## src/rtl/uart_digit_buffer_pkg.sv

```systemverilog
// ============================================================================
// Module : uart_disp_pkg
// Brief  : Segment encodings, ASCII command codes and byte classifier.
// Rev    : 1.0
// ============================================================================
`default_nettype none

package uart_disp_pkg;

  localparam logic [6:0] SEG_BLANK = 7'h7F;
  localparam logic [6:0] SEG_0 = 7'h40;
  localparam logic [6:0] SEG_1 = 7'h79;
  localparam logic [6:0] SEG_2 = 7'h24;
  localparam logic [6:0] SEG_3 = 7'h30;
  localparam logic [6:0] SEG_4 = 7'h19;
  localparam logic [6:0] SEG_5 = 7'h12;
  localparam logic [6:0] SEG_6 = 7'h02;
  localparam logic [6:0] SEG_7 = 7'h78;
  localparam logic [6:0] SEG_8 = 7'h00;
  localparam logic [6:0] SEG_9 = 7'h10;
  localparam logic [6:0] SEG_A = 7'h08;
  localparam logic [6:0] SEG_B = 7'h03;
  localparam logic [6:0] SEG_C = 7'h46;
  localparam logic [6:0] SEG_D = 7'h21;
  localparam logic [6:0] SEG_E = 7'h06;
  localparam logic [6:0] SEG_F = 7'h0E;

  localparam logic [7:0] ASC_BS         = 8'h08;
  localparam logic [7:0] ASC_DEL        = 8'h7F;
  localparam logic [7:0] ASC_ESC        = 8'h1B;
  localparam logic [7:0] ASC_SPACE      = 8'h20;
  localparam logic [7:0] ASC_UNDERSCORE = 8'h5F;
  localparam logic [7:0] ASC_BANG       = 8'h21;

  typedef struct packed {
    logic       blank;
    logic [3:0] nib;
  } digit_t;

  localparam digit_t DIGIT_BLANK = '{blank: 1'b1, nib: 4'h0};

  typedef enum logic [2:0] {
    CMD_NONE  = 3'd0,
    CMD_HEX   = 3'd1,
    CMD_SPACE = 3'd2,
    CMD_BACK  = 3'd3,
    CMD_CLEAR = 3'd4,
    CMD_BLINK = 3'd5
  } cmd_e;

  function automatic cmd_e classify(input logic [7:0] c);
    if ((c >= 8'h30 && c <= 8'h39) || (c >= 8'h41 && c <= 8'h46) ||
        (c >= 8'h61 && c <= 8'h66))
      return CMD_HEX;
    if (c == ASC_SPACE || c == ASC_UNDERSCORE) return CMD_SPACE;
    if (c == ASC_BS || c == ASC_DEL)           return CMD_BACK;
    if (c == ASC_ESC)                          return CMD_CLEAR;
    if (c == ASC_BANG)                         return CMD_BLINK;
    return CMD_NONE;
  endfunction

  // Letters share the low nibble 1..6 in both cases, so +9 maps them to A..F.
  function automatic logic [3:0] ascii_nib(input logic [7:0] c);
    if (c <= 8'h39) return c[3:0];
    return c[3:0] + 4'd9;
  endfunction

endpackage

`default_nettype wire

```

## src/rtl/uart_digit_buffer_if.sv

```systemverilog
// ============================================================================
// Module : uart_digit_buffer_if
// Brief  : Byte strobe input and segment/status outputs of the digit buffer.
// Rev    : 1.0
// ============================================================================
`default_nettype none

interface uart_digit_buffer_if;
  logic [7:0] rx_data;
  logic       rx_valid;
  logic [6:0] digit0_segments;
  logic [6:0] digit1_segments;
  logic [6:0] digit2_segments;
  logic [6:0] digit3_segments;
  logic       char_accept;
  logic       char_reject;

  modport master (
    output rx_data, rx_valid,
    input  digit0_segments, digit1_segments, digit2_segments, digit3_segments,
    input  char_accept, char_reject
  );

  modport slave (
    input  rx_data, rx_valid,
    output digit0_segments, digit1_segments, digit2_segments, digit3_segments,
    output char_accept, char_reject
  );
endinterface

`default_nettype wire

```

## src/rtl/uart_digit_buffer_hex_to_7seg.sv

```systemverilog
// ============================================================================
// Module : hex_to_7seg
// Brief  : Nibble plus blank flag to active-low {g,f,e,d,c,b,a} segments.
// Rev    : 1.0
// ============================================================================
`default_nettype none

module hex_to_7seg
  import uart_disp_pkg::*;
(
  input  digit_t     digit,
  output logic [6:0] segments
);

  always_comb begin
    segments = SEG_BLANK;
    if (!digit.blank) begin
      case (digit.nib)
        4'h0: segments = SEG_0;
        4'h1: segments = SEG_1;
        4'h2: segments = SEG_2;
        4'h3: segments = SEG_3;
        4'h4: segments = SEG_4;
        4'h5: segments = SEG_5;
        4'h6: segments = SEG_6;
        4'h7: segments = SEG_7;
        4'h8: segments = SEG_8;
        4'h9: segments = SEG_9;
        4'hA: segments = SEG_A;
        4'hB: segments = SEG_B;
        4'hC: segments = SEG_C;
        4'hD: segments = SEG_D;
        4'hE: segments = SEG_E;
        default: segments = SEG_F;
      endcase
    end
  end

endmodule

`default_nettype wire

```

## src/rtl/uart_digit_buffer.sv

```systemverilog
// ============================================================================
// Module : uart_digit_buffer
// Brief  : ASCII-driven 4-digit scrolling display buffer with blink mode.
// Rev    : 1.0
// ============================================================================
`default_nettype none

module uart_digit_buffer
  import uart_disp_pkg::*;
#(
  parameter int unsigned BLINK_DIV = 50_000_000
) (
  input  wire logic         clk,
  input  wire logic         rst,
  uart_digit_buffer_if.slave bus
);

  localparam int CNT_W = (BLINK_DIV > 2) ? $clog2(BLINK_DIV) : 1;
  localparam logic [CNT_W-1:0] CNT_MAX = CNT_W'(BLINK_DIV - 1);

  digit_t           r_dig [4];
  logic             r_blink_en;
  logic             r_phase;
  logic [CNT_W-1:0] r_cnt;
  logic [6:0]       r_seg [4];
  logic             r_accept;
  logic             r_reject;

  digit_t           w_dig_nxt [4];
  digit_t           w_show    [4];
  logic [6:0]       w_seg     [4];
  logic             w_blink_en_nxt;
  logic             w_phase_nxt;
  logic [CNT_W-1:0] w_cnt_nxt;
  logic             w_accept;
  logic             w_reject;
  cmd_e             w_cmd;

  assign w_cmd = bus.rx_valid ? classify(bus.rx_data) : CMD_NONE;

  // Blink advance first; a byte command then overrides the blink state where it applies.
  always_comb begin
    w_dig_nxt      = r_dig;
    w_blink_en_nxt = r_blink_en;
    w_phase_nxt    = r_phase;
    w_cnt_nxt      = r_cnt;
    w_accept       = 1'b0;
    w_reject       = 1'b0;

    if (r_blink_en) begin
      if (r_cnt == CNT_MAX) begin
        w_cnt_nxt   = '0;
        w_phase_nxt = ~r_phase;
      end else begin
        w_cnt_nxt = r_cnt + 1'b1;
      end
    end

    if (bus.rx_valid) begin
      w_accept = (w_cmd != CMD_NONE);
      w_reject = (w_cmd == CMD_NONE);
    end

    case (w_cmd)
      CMD_HEX, CMD_SPACE: begin
        w_dig_nxt[3] = r_dig[2];
        w_dig_nxt[2] = r_dig[1];
        w_dig_nxt[1] = r_dig[0];
        w_dig_nxt[0] = (w_cmd == CMD_HEX) ? digit_t'{blank: 1'b0, nib: ascii_nib(bus.rx_data)}
                                          : DIGIT_BLANK;
      end
      CMD_BACK: begin
        w_dig_nxt[0] = r_dig[1];
        w_dig_nxt[1] = r_dig[2];
        w_dig_nxt[2] = r_dig[3];
        w_dig_nxt[3] = DIGIT_BLANK;
      end
      CMD_CLEAR: begin
        for (int i = 0; i < 4; i++) w_dig_nxt[i] = DIGIT_BLANK;
        w_blink_en_nxt = 1'b0;
        w_phase_nxt    = 1'b0;
        w_cnt_nxt      = '0;
      end
      CMD_BLINK: begin
        w_blink_en_nxt = ~r_blink_en;
        w_phase_nxt    = 1'b0;
        w_cnt_nxt      = '0;
      end
      default: ;
    endcase
  end

  for (genvar gi = 0; gi < 4; gi++) begin : g_seg
    assign w_show[gi] = '{blank: w_dig_nxt[gi].blank | w_phase_nxt, nib: w_dig_nxt[gi].nib};
    hex_to_7seg u_hex (
      .digit    (w_show[gi]),
      .segments (w_seg[gi])
    );
  end

  always_ff @(posedge clk or posedge rst) begin
    if (rst) begin
      for (int i = 0; i < 4; i++) begin
        r_dig[i] <= DIGIT_BLANK;
        r_seg[i] <= SEG_BLANK;
      end
      r_blink_en <= 1'b0;
      r_phase    <= 1'b0;
      r_cnt      <= '0;
      r_accept   <= 1'b0;
      r_reject   <= 1'b0;
    end else begin
      r_dig      <= w_dig_nxt;
      r_seg      <= w_seg;
      r_blink_en <= w_blink_en_nxt;
      r_phase    <= w_phase_nxt;
      r_cnt      <= w_cnt_nxt;
      r_accept   <= w_accept;
      r_reject   <= w_reject;
    end
  end

  assign bus.digit0_segments = r_seg[0];
  assign bus.digit1_segments = r_seg[1];
  assign bus.digit2_segments = r_seg[2];
  assign bus.digit3_segments = r_seg[3];
  assign bus.char_accept     = r_accept;
  assign bus.char_reject     = r_reject;

endmodule

`default_nettype wire

```

## src/flat_wrapper.sv

```systemverilog
// flat-port wrapper written by rule: the top's interface ports become plain ports
module uart_digit_buffer_flat import uart_disp_pkg::*;
#(
  parameter int unsigned BLINK_DIV = 50_000_000
)
  (clk, rst, bus_rx_data, bus_rx_valid, bus_digit0_segments, bus_digit1_segments, bus_digit2_segments, bus_digit3_segments, bus_char_accept, bus_char_reject);
  uart_digit_buffer_if bus_i ();
  input  wire logic clk;
  input  wire logic rst;
  input wire logic [$bits(bus_i.rx_data)-1:0] bus_rx_data;
  input wire logic [$bits(bus_i.rx_valid)-1:0] bus_rx_valid;
  output wire logic [$bits(bus_i.digit0_segments)-1:0] bus_digit0_segments;
  output wire logic [$bits(bus_i.digit1_segments)-1:0] bus_digit1_segments;
  output wire logic [$bits(bus_i.digit2_segments)-1:0] bus_digit2_segments;
  output wire logic [$bits(bus_i.digit3_segments)-1:0] bus_digit3_segments;
  output wire logic [$bits(bus_i.char_accept)-1:0] bus_char_accept;
  output wire logic [$bits(bus_i.char_reject)-1:0] bus_char_reject;
  assign bus_i.rx_data = bus_rx_data;
  assign bus_i.rx_valid = bus_rx_valid;
  assign bus_digit0_segments = bus_i.digit0_segments;
  assign bus_digit1_segments = bus_i.digit1_segments;
  assign bus_digit2_segments = bus_i.digit2_segments;
  assign bus_digit3_segments = bus_i.digit3_segments;
  assign bus_char_accept = bus_i.char_accept;
  assign bus_char_reject = bus_i.char_reject;
  uart_digit_buffer #(.BLINK_DIV(BLINK_DIV)) u_core (.clk(clk), .rst(rst), .bus(bus_i));
endmodule
```

## config.mk

```make
export PLATFORM = sky130hd
export DESIGN_NAME = uart_digit_buffer_flat
export DESIGN_NICKNAME = d
export VERILOG_FILES = /design/src/rtl/uart_digit_buffer_pkg.sv /design/src/rtl/uart_digit_buffer_if.sv /design/src/rtl/uart_digit_buffer_hex_to_7seg.sv /design/src/rtl/uart_digit_buffer.sv /design/src/flat_wrapper.sv
export SDC_FILE = /design/constraint.sdc
export NUM_CORES = 1
export LEC_CHECK = 0
export CORE_UTILIZATION = 55
export CTS_BUF_LIST = sky130_fd_sc_hd__clkbuf_8
export CTS_CLUSTER_DIAMETER = 80
export DETAILED_ROUTE_END_ITERATION = 12
export PLACE_DENSITY_LB_ADDON = 0.3
export SYNTH_ARGS = -nofsm -noshare
export SYNTH_HDL_FRONTEND = slang
export SYNTH_HIERARCHICAL = 1
export SYNTH_SLANG_ARGS = --single-unit
export TNS_END_PERCENT = 5
```

## constraint.sdc

```tcl
create_clock -name clk -period 2.5 [get_ports clk]
set_clock_uncertainty 0.05 [all_clocks]
set_input_delay 0.625 -clock clk [delete_from_list [all_inputs] [get_ports clk]]
set_output_delay 0.625 -clock clk [all_outputs]
set_load 0.02 [all_outputs]
```

# Word-level counts from Yosys, hierarchy flattened
# Memories as Yosys holds them, arrays and structs flattened.
# Cells that the tools add are included.
[totals] register_bits=78 mem_bits_ro=448 in_bits=11 mem_count=4
[memory_table] name="(name not given)" depth=16 word_bits=7 read_ports=1 rd_ports_with_merged_regs=0 wr=0 line="uart_digit_buffer_hex_to_7seg.sv:18" text="case (digit.nib)"
[memory_table] name="(name not given)" depth=16 word_bits=7 read_ports=1 rd_ports_with_merged_regs=0 wr=0 line="uart_digit_buffer_hex_to_7seg.sv:18"
[memory_table] name="(name not given)" depth=16 word_bits=7 read_ports=1 rd_ports_with_merged_regs=0 wr=0 line="uart_digit_buffer_hex_to_7seg.sv:18"
[memory_table] name="(name not given)" depth=16 word_bits=7 read_ports=1 rd_ports_with_merged_regs=0 wr=0 line="uart_digit_buffer_hex_to_7seg.sv:18"
[op_classes] addsub=2 magnitude_cmp=6 n_eq_ne=12 muxes=45 bitwise=6 reduce_logical=13
[ops] op="26-bit 2-to-1 mux" count=3
[ops] op="20-bit one-hot mux with 3 select lines" count=1
[ops] op="3-bit 2-to-1 mux" count=11
[ops] op="7-bit 2-to-1 mux" count=4
[ops] op="26-bit by 1-bit adder with 26-bit output (second input constant)" count=1
[ops] op="26-bit == test (second input constant)" count=1
[ops] op="1-bit 2-to-1 mux" count=22
[ops] op="8-bit by 6-bit == test with 1-bit output (second input constant)" count=2
[ops] op="8-bit by 7-bit == test with 1-bit output (second input constant)" count=2
[ops] op="8-bit by 7-bit greater-or-equal comparator with 1-bit output (second input constant)" count=2
[ops] op="8-bit by 7-bit <= comparator with 1-bit output (second input constant)" count=2
[ops] op="8-bit by 4-bit == test with 1-bit output (second input constant)" count=1
[ops] op="8-bit by 5-bit == test with 1-bit output (second input constant)" count=1
[ops] op="8-bit by 6-bit greater-or-equal comparator with 1-bit output (second input constant)" count=1
[ops] op="8-bit by 6-bit <= comparator with 1-bit output (second input constant)" count=1
[ops] op="4-bit 2-to-1 mux" count=2
[ops] op="3-bit by 2-bit == test with 1-bit output (second input constant)" count=2
[ops] op="3-bit == test (second input constant)" count=2
[ops] op="5-bit 2-to-1 mux" count=1
[ops] op="4-bit adder (second input constant)" count=1
[ops] op="1-bit logical OR" count=4
[ops] op="1-bit bitwise OR" count=4
[ops] op="2-bit nonzero test" count=2
[ops] op="2-bit OR reduction" count=2
[ops] op="other kinds (6)" count=9

# Longest topological paths before layout
[logic_depth] depth_word=29 depth_mapped=12

# Modules after synthesis
# Netlist, hierarchy kept.
[by_module_without_submodules] module="uart_digit_buffer" instances=1 cells_per_inst=372 area_each_um2=3900.0
[by_module_without_submodules] module="hex_to_7seg (u_core.g_seg[0].u_hex ...)" instances=3 cells_per_inst=35 area_each_um2=295.3
[by_module_without_submodules] module="hex_to_7seg (u_core.g_seg[3].u_hex)" instances=1 cells_per_inst=35 area_each_um2=299.0

# Least setup slack after synthesis
# OpenSTA, ideal clock, no wires.
[synth_timing] kind="input port to flip-flop" start="in bus_rx_data[0]" end="reg u_core.r_seg (netlist bit u_core/bus.digit3_segments[1])" t_arrival_ns=3.249 required_ns=2.366 slack_ns=-0.883 path_stages=11 path_cell_list="ha_1 > nand3_2 > or4b_4 > a2bb2oi_1 > o21ai_1 > buf_4 > a22o_1 > inv_1 > ha_1 > or2_2 > a311o_1"
[synth_lines] item="from (decl)" line="flat_wrapper.sv:10" text="input wire logic [$bits(bus_i.rx_data)-1:0] bus_rx_data;"
[synth_lines] item="to (signal assigned)" line="uart_digit_buffer.sv:114" text="r_seg <= w_seg;"
[synth_lines] item="to (decl)" line="uart_digit_buffer.sv:25" text="logic [6:0] r_seg [4];"

==> results.md <==
* Routability congestion estimate at between 0.9 and 1
* Launch point of the worst reg-to-reg path: u_core/r_cnt[1]$_DFFE_PP0P_
* Initial antenna violation count at 0
* Sequential-to-total area share from yosys stat at 0.3917
* Status: finished, violations left
* Die Area at ~9600 sq um
* WP data required at between 2 and 3 ns
* Worst hold path type: reg -> reg
* Diodes inserted at 0
* Clock Sink Count at ~80
* Total Nets Final at approximately 710
* Synth warnings at 6
* CTS tree: yes
* Synthesized area at 5085 sq um
* CP endpoint kind: register
* Routed via count at between 4000 and 5000
* Slew HR at 0.5092
* Placed Area at between 6000 and 7000 sq um
* Worst reg-to-reg path cell count at 10
* Largest net degree at the start of global routing at 34
* Most common cell after layout, fill and taps aside: buf_4
* Row cnt at 34
* Post-Syn Instances at between 500 and 600
* Pins Over Slew Limit at 0
* RSZ-0062 raised after global routing: true
* Drt pass-1 iters at 7
* Worst reg-to-reg setup slack at -0.12 ns
* Max-capacitance violation count at 0
* IO Pins at slightly above 40
* First-pass GRT wire length at ~25 mm
* Fill cells at between 400 and 500
* Worst Hold Depth at 1
* Non-Filler Instances at ~800
* CP Launch Type: input pin
* Top_reg_cell synth: dfrtp_1
* Dpl cells at between 700 and 800
* PnR worst setup slack at -0.4226 ns
* Initial Utilization at 0.5747
* Crit Path Max Fanout at 8
* Fmax at about 340 MHz
* Synthesized flop and latch total at a little under 80
* Total Neg Setup Slack at -8.182 ns
* Post-synth EDFFs at 0
* Max H-tree Level at 3
* Final instance area at around 7300 sq um
* CTS max path bufs at 2
* RR Endpoint: u_core/bus.digit0_segments[0]$_DFF_PP1_
* Die Wd at between 90 and 100 microns
* Min-delay src: u_core/r_cnt[15]$_DFFE_PP0P_
* Layout cells sized above 1 at 0.4273
* Pwr/cell area at a little over 800 nW/um^2
* DRC at 0
* Iter 0 DRT Violations at approximately 420
* Clk root buf: clkbuf_8
* Post-synthesis async set-or-reset flop share at 1.000
* Crit path DAT at about 3.2 ns
* VDD IR max at between 0.6 and 0.7 mV
* Clk slew on worst S/H paths at around 0.08 ns
* Final worst path period share at 1.169
* Detailed Route WL at approximately 16 mm
* HPWL after detailed placement at ~9.7 mm
* Detail Route Antenna Nets at 0
* Failing checks: setup timing
* Grt total ovfl at 0
* Vias per cell at about 6.4
* Number of global-route vias before repair at about 5000
* GRT Total Usage at 0.3222
* Hold Crit Endpoint: u_core/r_cnt[15]$_DFFE_PP0P_
* Final setup viols at 28
* Syn Nets at ~560
* Tightest Pin Transition at ~0.73 ns
* Core area at a little under 9000 sq um
* Final Hold Vio Count at 0
* Cell leakage power at about 0.003 uW
* Synthesis-to-finish area growth at 43.09%
* Final Critical Period at 2.923 ns
* Worst-Skew Late Latency at roughly 0.36 ns
* DR WL/cell at between 15 and 20 microns
* Commonest cells after routing, fill and taps aside: 114 x buf_4, 46 x dfrtp_1, 32 x clkdlybuf4s50_1, 32 x dfstp_2
* Hold Buf Count CTS at 0
* Worst Path Class, Setup: in -> reg
* Unique masters post-synth at 70
* Cts bufs inserted at 9
* Syn Area/Cell at between 9 and 10 sq um
* Port Buffers at 40
* Die Y at 98.15 microns
## logic make-up (layout without fill, tap and decap cells)
kind of cell / after synthesis / in the layout / share of synthesized area
AND/OR/NAND/NOR: 182 / 182 / 0.2097
AO/OA/AOI/OAI: 129 / 129 / 0.1986
flip-flops: 78 / 78 / 0.3917
buffers and inverters: 63 / 225 / 0.06496
adder cells (fa/ha/maj): 33 / 33 / 0.08120
multiplexers: 22 / 22 / 0.04528
XOR/XNOR: 5 / 5 / 0.008612
## through the flow
| step | setup WS [ns] | hold WS [ns] | util | total power [uW] |
|---|---|---|---|---|
| floorplan | -0.6833 | 0.4155 | - | 3456 |
| global placement | -1.290 | 0.4469 | 0.7311 | 4442 |
| detailed placement | -1.365 | 0.4496 | 0.7311 | 4527 |
| CTS | -0.3611 | 0.4677 | 0.8039 | 5707 |
| global route | -0.4719 | 0.4957 | 0.8223 | 6192 |
| finish | -0.4226 | 0.4763 | 0.8223 | 5913 |
## cells in the mapped netlist, types with 5 or more instances
cell,count,share of area
mux2i_1,14,0.028
o2111ai_1,5,0.0086
dfstp_2,32,0.17
nand3_1,14,0.014
and3_1,15,0.018
inv_1,33,0.024
o31ai_1,6,0.0089
nor2b_1,7,0.0086
nor3_1,16,0.016
ha_1,33,0.081
buf_2,8,0.0079
nor4_1,8,0.0098
nand2b_1,10,0.012
or4_1,5,0.0074
nor2_1,27,0.020
clkbuf_1,6,0.0044
a31oi_1,19,0.023
a221o_1,17,0.033
mux2_1,8,0.018
o221ai_1,8,0.014
nand2_1,27,0.020
a21oi_1,8,0.0079
o21ai_0,12,0.012
or3_1,11,0.014
a32oi_1,8,0.014
or2_2,6,0.0074
buf_4,6,0.0089
buf_6,8,0.018
dfrtp_1,46,0.23
a22o_1,11,0.019
nand4_1,8,0.0098
## sequential cells by signal, indices dropped and copies added (netlist names)
register	count
u_core/r_cnt	26
u_core/r_dig	20
u_core/bus.digit0_segments	7
u_core/bus.digit1_segments	7
u_core/bus.digit2_segments	7
u_core/bus.digit3_segments	7
u_core/bus.char_accept	1
u_core/bus.char_reject	1
u_core/r_blink_en	1
u_core/r_phase	1
## worst max-delay path by stage
stage / startpoint / endpoint / slack [ns] / depth (start not counted)
2_1_floorplan: bus_rx_data[1] / u_core/bus.digit1_segments[6]$_DFF_PP1_ / -0.68 / 11
3_3_place_gp: bus_rx_data[1] / u_core/bus.digit3_segments[1]$_DFF_PP1_ / -1.29 / 12
3_5_place_dp: bus_rx_data[1] / u_core/bus.digit3_segments[1]$_DFF_PP1_ / -1.36 / 13
4_1_cts: bus_rx_data[0] / u_core/bus.digit0_segments[1]$_DFF_PP1_ / -0.36 / 12
5_1_grt: bus_rx_data[0] / u_core/bus.digit0_segments[6]$_DFF_PP1_ / -0.47 / 13
6_report: bus_rx_data[0] / u_core/bus.digit2_segments[1]$_DFF_PP1_ / -0.42 / 12
## critical path: stages
cell and delay, ns:
buf_8 0.10, ha_4 0.14, nand3_2 0.06, or4b_4 0.57
o211ai_4 0.12, o21ai_4 0.13, buf_4 0.16, buf_4 0.13
a221o_2 0.43, buf_6 0.16, or2_4 0.25, a311o_1 0.26
## timing repair
item,CTS,global route
pin swaps,33,12
resized for setup,104,26
endpoints found under the setup margin,70,29
gates cloned,1,0
setup buffers,12,3
## layout make-up
type                       instances  area, sq um  share of cell area
clock inverter                     6        63.81            0.008770
inverter                          33        128.9             0.01771
timing repair buffer             176         1528              0.2100
multi-input combinational        371         3291              0.4523
sequential                        78         1992              0.2738
tap                              108        135.1             0.01857
clock buffer                      10        137.6             0.01892
## routing by layer
metal | share of wire | track usage | up-vias | wire length (microns)
li1 | - | - | 2262 | -
met1 | 0.40 | 0.3887 | 2439 | 6164
met2 | 0.51 | 0.5504 | 226 | 7874
met3 | 0.056 | 0.04796 | 63 | 870
met4 | 0.040 | 0.1860 | 0 | 620
met5 | 0 | 0 | - | 0
## power breakdown
group / switching, uW / internal (uW)
Sequential: 190 / 1760
Clock: 493 / 489
Combinational: 1490 / 1490
Note: power is estimated with default switching activity, not from simulation.
